--- src/rtl/alu_muldiv_seq.sv ---
// alu_muldiv_seq: multi-cycle MULTU/DIVU sequencer that borrows the shared
// 32-bit EX-stage ALU. It passes EX requests through while idle, takes the ALU
// over while busy, and stalls the pipeline through busy.
module alu_muldiv_seq #(
    parameter int ITER = 32  // operand width / iteration count; only 32 supported
) (
    input  logic        clk,
    input  logic        rst,          // synchronous, active low
    input  logic        start,
    input  logic [1:0]  op,           // 00 MULTU, 01 DIVU, 1x ignored
    input  logic [31:0] srcA,
    input  logic [31:0] srcB,
    input  logic [2:0]  ex_signal,
    input  logic [31:0] ex_a,
    input  logic [31:0] ex_b,
    output logic [2:0]  alu_signal,
    output logic [31:0] alu_a,
    output logic [31:0] alu_b,
    input  logic [31:0] alu_result,
    output logic        busy,
    output logic        done,
    output logic [31:0] hi,
    output logic [31:0] lo,
    output logic        div_zero
);

    typedef enum logic [2:0] {
        S_IDLE,
        S_MUL,
        S_DIV_CMP,
        S_DIV_SUB,
        S_DONE
    } state_t;

    localparam logic [2:0] ALU_ADD   = 3'b010;
    localparam logic [2:0] ALU_SUB   = 3'b110;
    localparam logic [2:0] ALU_SLT   = 3'b111;
    localparam logic [4:0] LAST_ITER = 5'(ITER - 1);

    state_t      state, state_n;

    // acc_hi holds P_hi (multiply) or the remainder R (divide); acc_lo holds
    // P_lo or the quotient Q; operand holds the multiplicand M or divisor D.
    logic [31:0] acc_hi, acc_lo, operand;
    logic [31:0] s_reg;       // shifted partial remainder S from DIV_CMP
    logic        ov_reg;      // bit shifted out of R: S is really >= 2^32
    logic        lt_reg;      // S < D from the SLT compare
    logic [4:0]  cnt;

    logic        accept;
    logic        last_iter;
    logic [31:0] div_s;
    logic        mul_carry;
    logic [31:0] mul_hi_n, mul_lo_n;
    logic        div_take;
    logic [31:0] rem_n, quo_n;

    assign accept    = start && !op[1];
    assign last_iter = (cnt == LAST_ITER);
    assign busy      = (state != S_IDLE);
    assign done      = (state == S_DONE);

    // Datapath helpers: next partial product and next remainder/quotient.
    assign div_s     = {acc_hi[30:0], acc_lo[31]};
    assign mul_carry = (alu_a[31] & alu_b[31]) |
                       ((alu_a[31] | alu_b[31]) & ~alu_result[31]);
    assign mul_hi_n  = {mul_carry, alu_result[31:1]};
    assign mul_lo_n  = {alu_result[0], acc_lo[31:1]};
    assign div_take  = ov_reg | ~lt_reg;
    assign rem_n     = div_take ? alu_result : s_reg;
    assign quo_n     = {acc_lo[31:1], div_take};

    // State register.
    always_ff @(posedge clk) begin
        // NOTE: sequential state uses non-blocking assignments so every
        // register samples pre-edge values, independent of statement order.
        if (!rst) state <= S_IDLE;
        else      state <= state_n;
    end

    // Next-state logic and ALU ownership mux.
    always_comb begin
        // NOTE: every output of this block gets a default first, so no path
        // leaves a variable unassigned and no latch is inferred.
        state_n    = state;
        alu_signal = ex_signal;
        alu_a      = ex_a;
        alu_b      = ex_b;
        unique case (state)
            S_IDLE: begin
                if (accept) begin
                    if (!op[0])           state_n = S_MUL;
                    else if (srcB == '0)  state_n = S_DONE;
                    else                  state_n = S_DIV_CMP;
                end
            end
            S_MUL: begin
                alu_signal = ALU_ADD;
                alu_a      = acc_hi;
                alu_b      = acc_lo[0] ? operand : '0;
                if (last_iter) state_n = S_DONE;
            end
            S_DIV_CMP: begin
                alu_signal = ALU_SLT;
                alu_a      = div_s;
                alu_b      = operand;
                state_n    = S_DIV_SUB;
            end
            S_DIV_SUB: begin
                alu_signal = ALU_SUB;
                alu_a      = s_reg;
                alu_b      = operand;
                state_n    = last_iter ? S_DONE : S_DIV_CMP;
            end
            S_DONE: begin
                alu_signal = ALU_ADD;
                alu_a      = '0;
                alu_b      = '0;
                state_n    = S_IDLE;
            end
            default: state_n = S_IDLE;
        endcase
    end

    // Operand latch, iteration datapath and result registers.
    always_ff @(posedge clk) begin
        if (!rst) begin
            acc_hi   <= '0;
            acc_lo   <= '0;
            operand  <= '0;
            s_reg    <= '0;
            ov_reg   <= 1'b0;
            lt_reg   <= 1'b0;
            cnt      <= '0;
            hi       <= '0;
            lo       <= '0;
            div_zero <= 1'b0;
        end else begin
            unique case (state)
                S_IDLE: begin
                    if (accept) begin
                        cnt      <= '0;
                        div_zero <= 1'b0;
                        if (!op[0]) begin
                            acc_hi  <= '0;
                            acc_lo  <= srcB;
                            operand <= srcA;
                        end else if (srcB != '0) begin
                            acc_hi  <= '0;
                            acc_lo  <= srcA;
                            operand <= srcB;
                        end else begin
                            hi       <= srcA;
                            lo       <= '1;
                            div_zero <= 1'b1;
                        end
                    end
                end
                S_MUL: begin
                    acc_hi <= mul_hi_n;
                    acc_lo <= mul_lo_n;
                    cnt    <= cnt + 5'd1;
                    if (last_iter) begin
                        hi <= mul_hi_n;
                        lo <= mul_lo_n;
                    end
                end
                S_DIV_CMP: begin
                    s_reg  <= div_s;
                    ov_reg <= acc_hi[31];
                    lt_reg <= alu_result[0];
                    acc_lo <= acc_lo << 1;
                end
                S_DIV_SUB: begin
                    acc_hi <= rem_n;
                    acc_lo <= quo_n;
                    cnt    <= cnt + 5'd1;
                    if (last_iter) begin
                        hi <= rem_n;
                        lo <= quo_n;
                    end
                end
                default: ;
            endcase
        end
    end

endmodule

--- config.mk ---
export PLATFORM = sky130hd
export DESIGN_NAME = alu_muldiv_seq
export DESIGN_NICKNAME = d
export VERILOG_FILES = /design/src/rtl/alu_muldiv_seq.sv
export SDC_FILE = /design/constraint.sdc
export NUM_CORES = 1
export LEC_CHECK = 0
export CAP_MARGIN = 20
export CORE_MARGIN = 2
export CORE_UTILIZATION = 40
export DETAILED_ROUTE_END_ITERATION = 16
export GPL_ROUTABILITY_DRIVEN = 0
export PLACE_DENSITY = 0.68
export SLEW_MARGIN = 20
export SYNTH_ARGS = -nofsm -noshare
export SYNTH_HDL_FRONTEND = slang
export SYNTH_SLANG_ARGS = --single-unit
--- constraint.sdc ---
create_clock -name clk -period 4 [get_ports clk]
set_clock_uncertainty 0.05 [all_clocks]
set_input_delay 0.6 -clock clk [delete_from_list [all_inputs] [get_ports clk]]
set_output_delay 0.6 -clock clk [all_outputs]
set_load 0.005 [all_outputs]
# == Yosys cells after proc, flatten, opt, wreduce, memory -nomap -nowiden ==
# Index checks and enable logic that the tools add are counted.
# op_classes
addsub,1
eq_ne,12
mux,37
n_bitwise,8
n_reduce_logical,21
# op_table
op,n
32-bit two-way mux,20
32-bit one-hot mux with 3 select lines,4
32-bit one-hot mux with 4 select lines,2
32-bit zero test,1
32-bit nonzero test,1
3-bit two-way mux,5
3-bit one-hot mux with 4 select lines,1
2-bit != test (second input constant),5
5-bit one-hot mux with 2 select lines,1
3-bit one-hot mux with 3 select lines,1
3-bit AND reduction,3
3-bit nonzero test,3
3-bit by 2-bit equality test with 1-bit output (second input constant),2
2-bit AND reduction,3
6-bit AND reduction,1
2-bit OR reduction,3
5-bit by 1-bit adder with 5-bit output (second input constant),1
5-bit equality test (second input constant),1
5-bit two-way mux,1
4-bit AND reduction,1
4-bit nonzero test,1
3-bit by 1-bit equality test with 1-bit output (second input constant),1
3-bit equality test (second input constant),1
3-bit zero test,1
other kinds (9),15
# totals
regBits,203
in_bits,168
out_inout_bits,134

# == Depth between registers and ports, before layout ==
# Gate-level depths: netlist (run 1).
# logic_depth
ltp_word,8
depth_mapped,10
ltp_nobuf,8

# == Worst setup path after synthesis (run 1) ==
# OpenSTA, ideal clock, no wires.
# synth_timing
path_type,reg-to-output
startpoint,register state[2]
endpoint,output alu_a[10]
arrival_time_ns,1.558
slack_ns,1.792
path_stages_with_launch,7
cell_sequence,dfxtp_1 -> clkbuf_1 -> clkbuf_1 -> buf_1 -> a211oi_1 -> a31oi_1 -> nor2_1
# synth_between
elab_chain_len,2
# synth_rtl
element,line,source
"start, declared",40,"state_t state, state_n;"
"start signal, assigned",78,else state <= state_n;
"3-bit equality test, or another cell as far along",89,unique case (state)
32-bit one-hot mux with 4 select lines *,89,
"end, declared",17,"output logic [31:0] alu_a,"
# Mark *: on every way between the ends. The rest lies on a longest branch, timed or not.

# == Worst setup path after layout (run 1) ==
# layout_timing
startpoint,register state[1]
endpoint,output alu_a[31]
# Same word-level chain as after synthesis.

==> impl_metrics.json, run 1 <==
{
  "synth_top_area_cell": "dfxtp_1",
  "wl_per_cell_um": 19.9,
  "worstMarginPinSlew_ns": 1.06,
  "utilization_pct": 54.8,
  "r2r-end": "acc_lo[8]",
  "drtAntennaViolNets": 0,
  "holdPathEnd": "s_reg[15]",
  "r2r_slack_ns": 1.31,
  "path_clk_slew_ns": 0.07,
  "layout.nets": 1845,
  "htreeDepth": 1,
  "post-cts-setup-buffer-count": 0,
  "hpwl_um": 28900,
  "cts_tree": "done",
  "post-route-period-util_pct": 90.6,
  "outcome": "finished, final reports clean",
  "io_buffers": 301,
  "synth_area_leaders": "dfxtp_1 36%, mux2i_1 11%, a211oi_1 9.9%, nor2_1 9.2%, nand2_1 5.8%",
  "cts_made_buffers": 24,
  "die_h_um": 172,
  "slew_headroom_pct": 29.4,
  "fin_crit_ns": 3.62,
  "synth_cells": 1466,
  "holdPathStages": 2,
  "yosysWarnings": 0,
  "clk_path_buf_depth": 3,
  "rsz0062_at_grt": "false",
  "peakVddDrop_mv": 0.238,
  "grt_max_degree": 96,
  "powerDensity_mw_per_mm2": 380,
  "clk_latency_ns": 0.51,
  "worstSetupStartpointType": "register",
  "clock-sinks": 203,
  "routed_wl_um": 41200,
  "slowest_stage": "dfxtp_4",
  "final-hold-violation-count": 0,
  "yosys.area.top_type_share_pct": 35.9,
  "overflow": 0,
  "dieArea_mm2": 0.0297,
  "grt_pass1_vias": 10700,
  "antenna_found_initial": 3,
  "p_leak_nw": 5.96,
  "cp_top_family": "buffers and inverters",
  "fin_tns_setup_ns": 0,
  "layout.cells.non_filler": 2070,
  "synth.cell_area_mm2": 0.0113,
  "postSynthAreaPerCell_um2": 7.73,
  "grt_pass1_wl_um": 62300,
  "synth_ff_type": "dfxtp_1",
  "dp_cells": 2027,
  "cts_resized": 0,
  "max_cap_violations": 0,
  "worst-path-max-fanout": 67,
  "rr_startpoint": "state[1]",
  "drc": 0,
  "max_freq_ghz": 0.276,
  "worstPathRequired_ns": 3.35,
  "num_vias": 11600,
  "path_cells": "or2_2, buf_4, nand2_1, a211oi_1, clkdlybuf4s50_1",
  "ys_ff_latch": 203,
  "slew_viol_final": 0,
  "min-delay-start": "s_reg[15]",
  "grt_usage_pct": 26.8,
  "cp.arrival_ns": 2.97,
  "cts_hold_buf": 0,
  "start_util_pct": 40.7,
  "root_buffer": "clkbuf_16",
  "crit_path_max_incr_delay_ns": 0.68,
  "areaGrowthSynthToFinish_pct": 34.8,
  "critPathKind": "register to output pin",
  "seq_area_frac_synth_pct": 35.9,
  "async_flop_share_pct": 0,
  "path_buf_inv": 2,
  "core-area_mm2": 0.0279,
  "syn-num-nets": 1636,
  "ioPinCount": 302,
  "synth_cell_type_count": 47,
  "die_w_um": 172,
  "viasPerCell": 5.63,
  "drt_pass1_iterations": 8,
  "end_kind": "output pin",
  "row_count": 61,
  "drive_above_1_share_pct": 5.44,
  "synth_edf_count": 0,
  "dr.first_iter.drc_count": 1028,
  "hold_class": "register to register",
  "reg2reg_depth": 7,
  "setup_violations": 0
}
routing by layer:
layer | vias to the layer above | share of wire [%] | global-route usage, %
met2 | 472 | 45 | 42.1
met3 | 76 | 7.8 | 4.14
met1 | 5349 | 44 | 37.1
met4 | 2 | 3.8 | 10.1
li1 | 5747 | - | -
met5 | - | 0.027 | 0
worst max path at each step:
stage               cells after the start         to  slack, ns      from
floorplan                               6  alu_a[10]       1.79  state[2]
global placement                        5  alu_a[31]       0.94  state[1]
detailed placement                      5  alu_a[31]       0.94  state[1]
CTS                                     5  alu_a[31]       0.39  state[1]
global route                            5  alu_a[31]       0.15  state[1]
finish                                  5  alu_a[31]       0.38  state[1]
synth_stat cells, drive strengths merged (32+ instances only):
cell	count
a21oi	77
nor2	278
o21ai	40
a22o	33
mux2i	129
o22ai	32
clkbuf	91
buf	57
dfxtp	203
nand2	174
a31oi	60
a211oi	154
inv	32
per-stage QoR:
stage               cell area, um2  hold slack, ns  setup slack, ns  total power (W)
floorplan                    11300           0.381             1.79          0.00300
global placement             14500           0.391            0.942          0.00364
detailed placement           14500           0.412            0.936          0.00366
CTS                          15300           0.421            0.387          0.00582
global route                 15300           0.441            0.152          0.00606
finish                       15300           0.423            0.376          0.00580
tightest hold or removal path, cell delays in order, from the launching register on:
cell and delay (ns):
dfxtp_1 0.32, nand2_1 0.05, a21oi_1 0.05
cell type report:
type,count,area (um2)
antenna,2,5.00
multi-input combinational,1082,6530
fill,2622,12600
inverter,33,126
sequential,203,4080
tap,378,473
clock inverter,7,60.1
clock buffer,34,721
timing repair buffer,331,3280
cell families (layout without fill, tap and decap cells):
family	after synthesis	count (layout)	synth area share [%]
DFF	203	203	35.9
other	0	2	0
muxes	129	129	11.4
buffers and inverters	181	405	6.80
AOI/OAI and AO/OA	464	464	28.7
and+or+nand+nor	486	486	16.9
adders and majority gates	3	3	0.320
power by group:
part / total (W) / switching (W) / internal, W
Sequential: 0.00223 / 0.000107 / 0.00212
Combinational: 0.00139 / 0.000740 / 0.000652
Clock: 0.00218 / 0.000867 / 0.00131
cells in the final DEF, fill, tap and decap left out, drive strengths merged, types with 32 or more instances in the layout:
| master | n |
|---|---|
| nand2 | 174 |
| o21ai | 40 |
| a31oi | 60 |
| a22o | 33 |
| buf | 32 |
| nor2 | 278 |
| mux2i | 129 |
| a211oi | 154 |
| clkdlybuf4s50 | 299 |
| clkbuf | 34 |
| o22ai | 32 |
| a21oi | 77 |
| dfxtp | 203 |
| inv | 33 |
(Power assumes the default switching activity.)
==> run 2: changes to the inputs <==
- ABC_AREA: not set -> 1
==> run 2 against run 1 <==
Die area is 1.7% lower. Sequential share of layout area hardly changed. Maximum frequency is 4.0% lower. Worst hold slack worse by 0.070 ns. Area after synthesis is 1.7% lower. Critical endpoint is now alu_signal[2]. Largest cell class unchanged. Largest power group is now combinational cells.
==> impl_metrics.json, run 2 <==
{
  "wl_per_cell_um": 17.8,
  "ys_ff_latch": 203,
  "synth_ff_type": "dfxtp_1",
  "clk_latency_ns": 0.52,
  "synth_top_area_cell": "dfxtp_1",
  "worst-path-max-fanout": 37,
  "p_leak_nw": 6.28,
  "htreeDepth": 1,
  "fin_crit_ns": 3.77,
  "critPathKind": "register to output pin",
  "grt_pass1_vias": 11600,
  "layout.nets": 2164,
  "die_h_um": 171,
  "clock-sinks": 203,
  "cts_hold_buf": 0,
  "synth_cells": 1768,
  "rr_startpoint": "state[1]",
  "nFillCells": 2758,
  "p_sw_w": 0.00269,
  "drt_pass1_iterations": 5,
  "synth.cell_area_mm2": 0.0111,
  "max_freq_ghz": 0.265,
  "final-hold-violation-count": 0,
  "power_frac_seq_pct": 32.3,
  "overflow": 0,
  "yosys.area.top_type_share_pct": 36.5,
  "layout.cells.non_filler": 2391,
  "slew_headroom_pct": 30.9,
  "core-area_mm2": 0.0276,
  "dp_cells": 2346,
  "worstMarginPinSlew_ns": 1.03,
  "postSynthAreaPerCell_um2": 6.30,
  "worstPathRequired_ns": 3.35,
  "cts_made_buffers": 24,
  "crit_path_max_incr_delay_ns": 0.54,
  "grt_max_degree": 112,
  "path_clk_slew_ns": 0.06,
  "cts_resized": 0,
  "internal-power_w": 0.00504,
  "mostFrequentLayoutCells": "513 x nand2_1, 299 x clkdlybuf4s50_1, 291 x nor2_1",
  "synth.most_common_cell": "nand2_1",
  "grt.busiest_layer": "met2",
  "end_kind": "output pin",
  "hpwl_um": 31300,
  "fin_tns_setup_ns": 0,
  "hold_class": "primary input to register",
  "yosysWarnings": 0,
  "synth_common_cells": "514 x nand2_1, 292 x nor2_1, 203 x dfxtp_1",
  "antenna_found_initial": 1,
  "seq_area_frac_synth_pct": 36.5,
  "drtAntennaViolNets": 0,
  "final_common_cell": "nand2_1",
  "ioPinCount": 302,
  "clockPowerShare_pct": 32.1,
  "synth_edf_count": 0,
  "areaGrowthSynthToFinish_pct": 36.8,
  "powerDensity_mw_per_mm2": 507,
  "synth_area_leaders": "dfxtp_1 36%, nand2_1 17%, nor2_1 9.8%, a21oi_1 7.6%, o21ai_0 5.4%",
  "cp.arrival_ns": 3.12,
  "slew_viol_final": 0,
  "viasPerCell": 5.27,
  "gr-usage-met2_pct": 47.1,
  "min-delay-start": "rst",
  "cts_tree": "done",
  "crit_path_frequent_cell": "nand2_1",
  "crit_start": "state[1]",
  "io_buffers": 301,
  "path_cells": "nor2_2, inv_2, nand2_1, nand2_1, inv_2, buf_12, nand2_1, nand2_1, clkdlybuf4s50_1",
  "dr.first_iter.drc_count": 1283,
  "row_count": 61,
  "drc": 0,
  "num_vias": 12600,
  "routed_wl_um": 42600,
  "combPwrFrac_pct": 35.6,
  "setup_violations": 0,
  "peakVddDrop_mv": 0.300,
  "swShare_pct": 34.8,
  "post-cts-setup-buffer-count": 0,
  "synth_cell_type_count": 33,
  "max_cap_violations": 0,
  "outcome": "finished, final reports clean",
  "clk_path_buf_depth": 3,
  "dieArea_mm2": 0.0292,
  "root_buffer": "clkbuf_16",
  "grt_usage_pct": 28.3,
  "grt_pass1_wl_um": 64700,
  "syn-num-nets": 1938,
  "start_util_pct": 40.3,
  "slowest_stage": "clkdlybuf4s50_1",
  "grt.met3_usage_pct": 7.03,
  "post-route-period-util_pct": 94.3,
  "drive_above_1_share_pct": 5.12,
  "gr-usage-met1_pct": 36.4,
  "die_w_um": 171,
  "worstSetupStartpointType": "register",
  "rsz0062_at_grt": "false",
  "async_flop_share_pct": 0
}
## run 2: final timing paths
| kind | to | slack [ns] | cells after the start |
|---|---|---|---|
| max | alu_signal[2] | 0.23 | 9 |
| min | hi[2] | 0.35 | 3 |
| max reg2reg | acc_lo[25] | 1.15 | 8 |
| min reg2reg | s_reg[19] | 0.41 | 2 |
## run 2: layer usage
layer  routed length (um)  vias up
met4                 1260        0
met2                19200      548
met1                17900     5714
li1                     -     6267
met3                 4250       70
met5                    0        -
## run 2: logic make-up (layout without fill, tap and decap cells)
family | after synthesis | after routing | share of synthesized area, %
buffers and inverters | 251 | 495 | 9.28
DFF | 203 | 203 | 36.5
AOI/OAI and AO/OA | 416 | 416 | 22.5
other | 0 | 1 | 0
and+or+nand+nor | 895 | 895 | 31.5
adders and majority gates | 2 | 2 | 0.225
muxes | 1 | 1 | 0.0899
## run 2: critical path, delay by kind of cell, from the launching register on
kind,cells,cell delay [ns]
DFF,1,0.43
buffers and inverters,4,1.28
and+or+nand+nor,5,0.83
## run 2: through the flow
step	setup WS, ns	util (%)	power [W]	hold slack (ns)	area, um2
after floorplan	1.94	-	0.00407	0.389	11100
after global placement	0.824	51.9	0.00524	0.398	14300
after detailed placement	0.789	51.9	0.00527	0.402	14300
after CTS	0.225	55.2	0.00774	0.333	15200
after global routing	0.0483	55.2	0.00815	0.358	15200
final	0.227	55.2	0.00773	0.354	15200
## run 2: power by group through the flow
stage,registers (W),logic (W),clock network (W)
final,0.00250,0.00276,0.00248
after detailed placement,0.00253,0.00273,0
after CTS,0.00249,0.00274,0.00250
after global placement,0.00253,0.00271,0
after global routing,0.00252,0.00304,0.00258
after floorplan,0.00248,0.00159,0
## run 2: cell type report
cell class                      instances  area, um2  area share, %
Clock buffer                           31        708           4.65
Multi-Input combinational cell       1314       6060           39.7
Sequential cell                       203       4060           26.7
Clock inverter                         13        195           1.28
Timing Repair Buffer                  330       3290           21.6
Tap cell                              378        473           3.10
Antenna cell                            1       2.50         0.0164
Inverter                              121        457           3.00
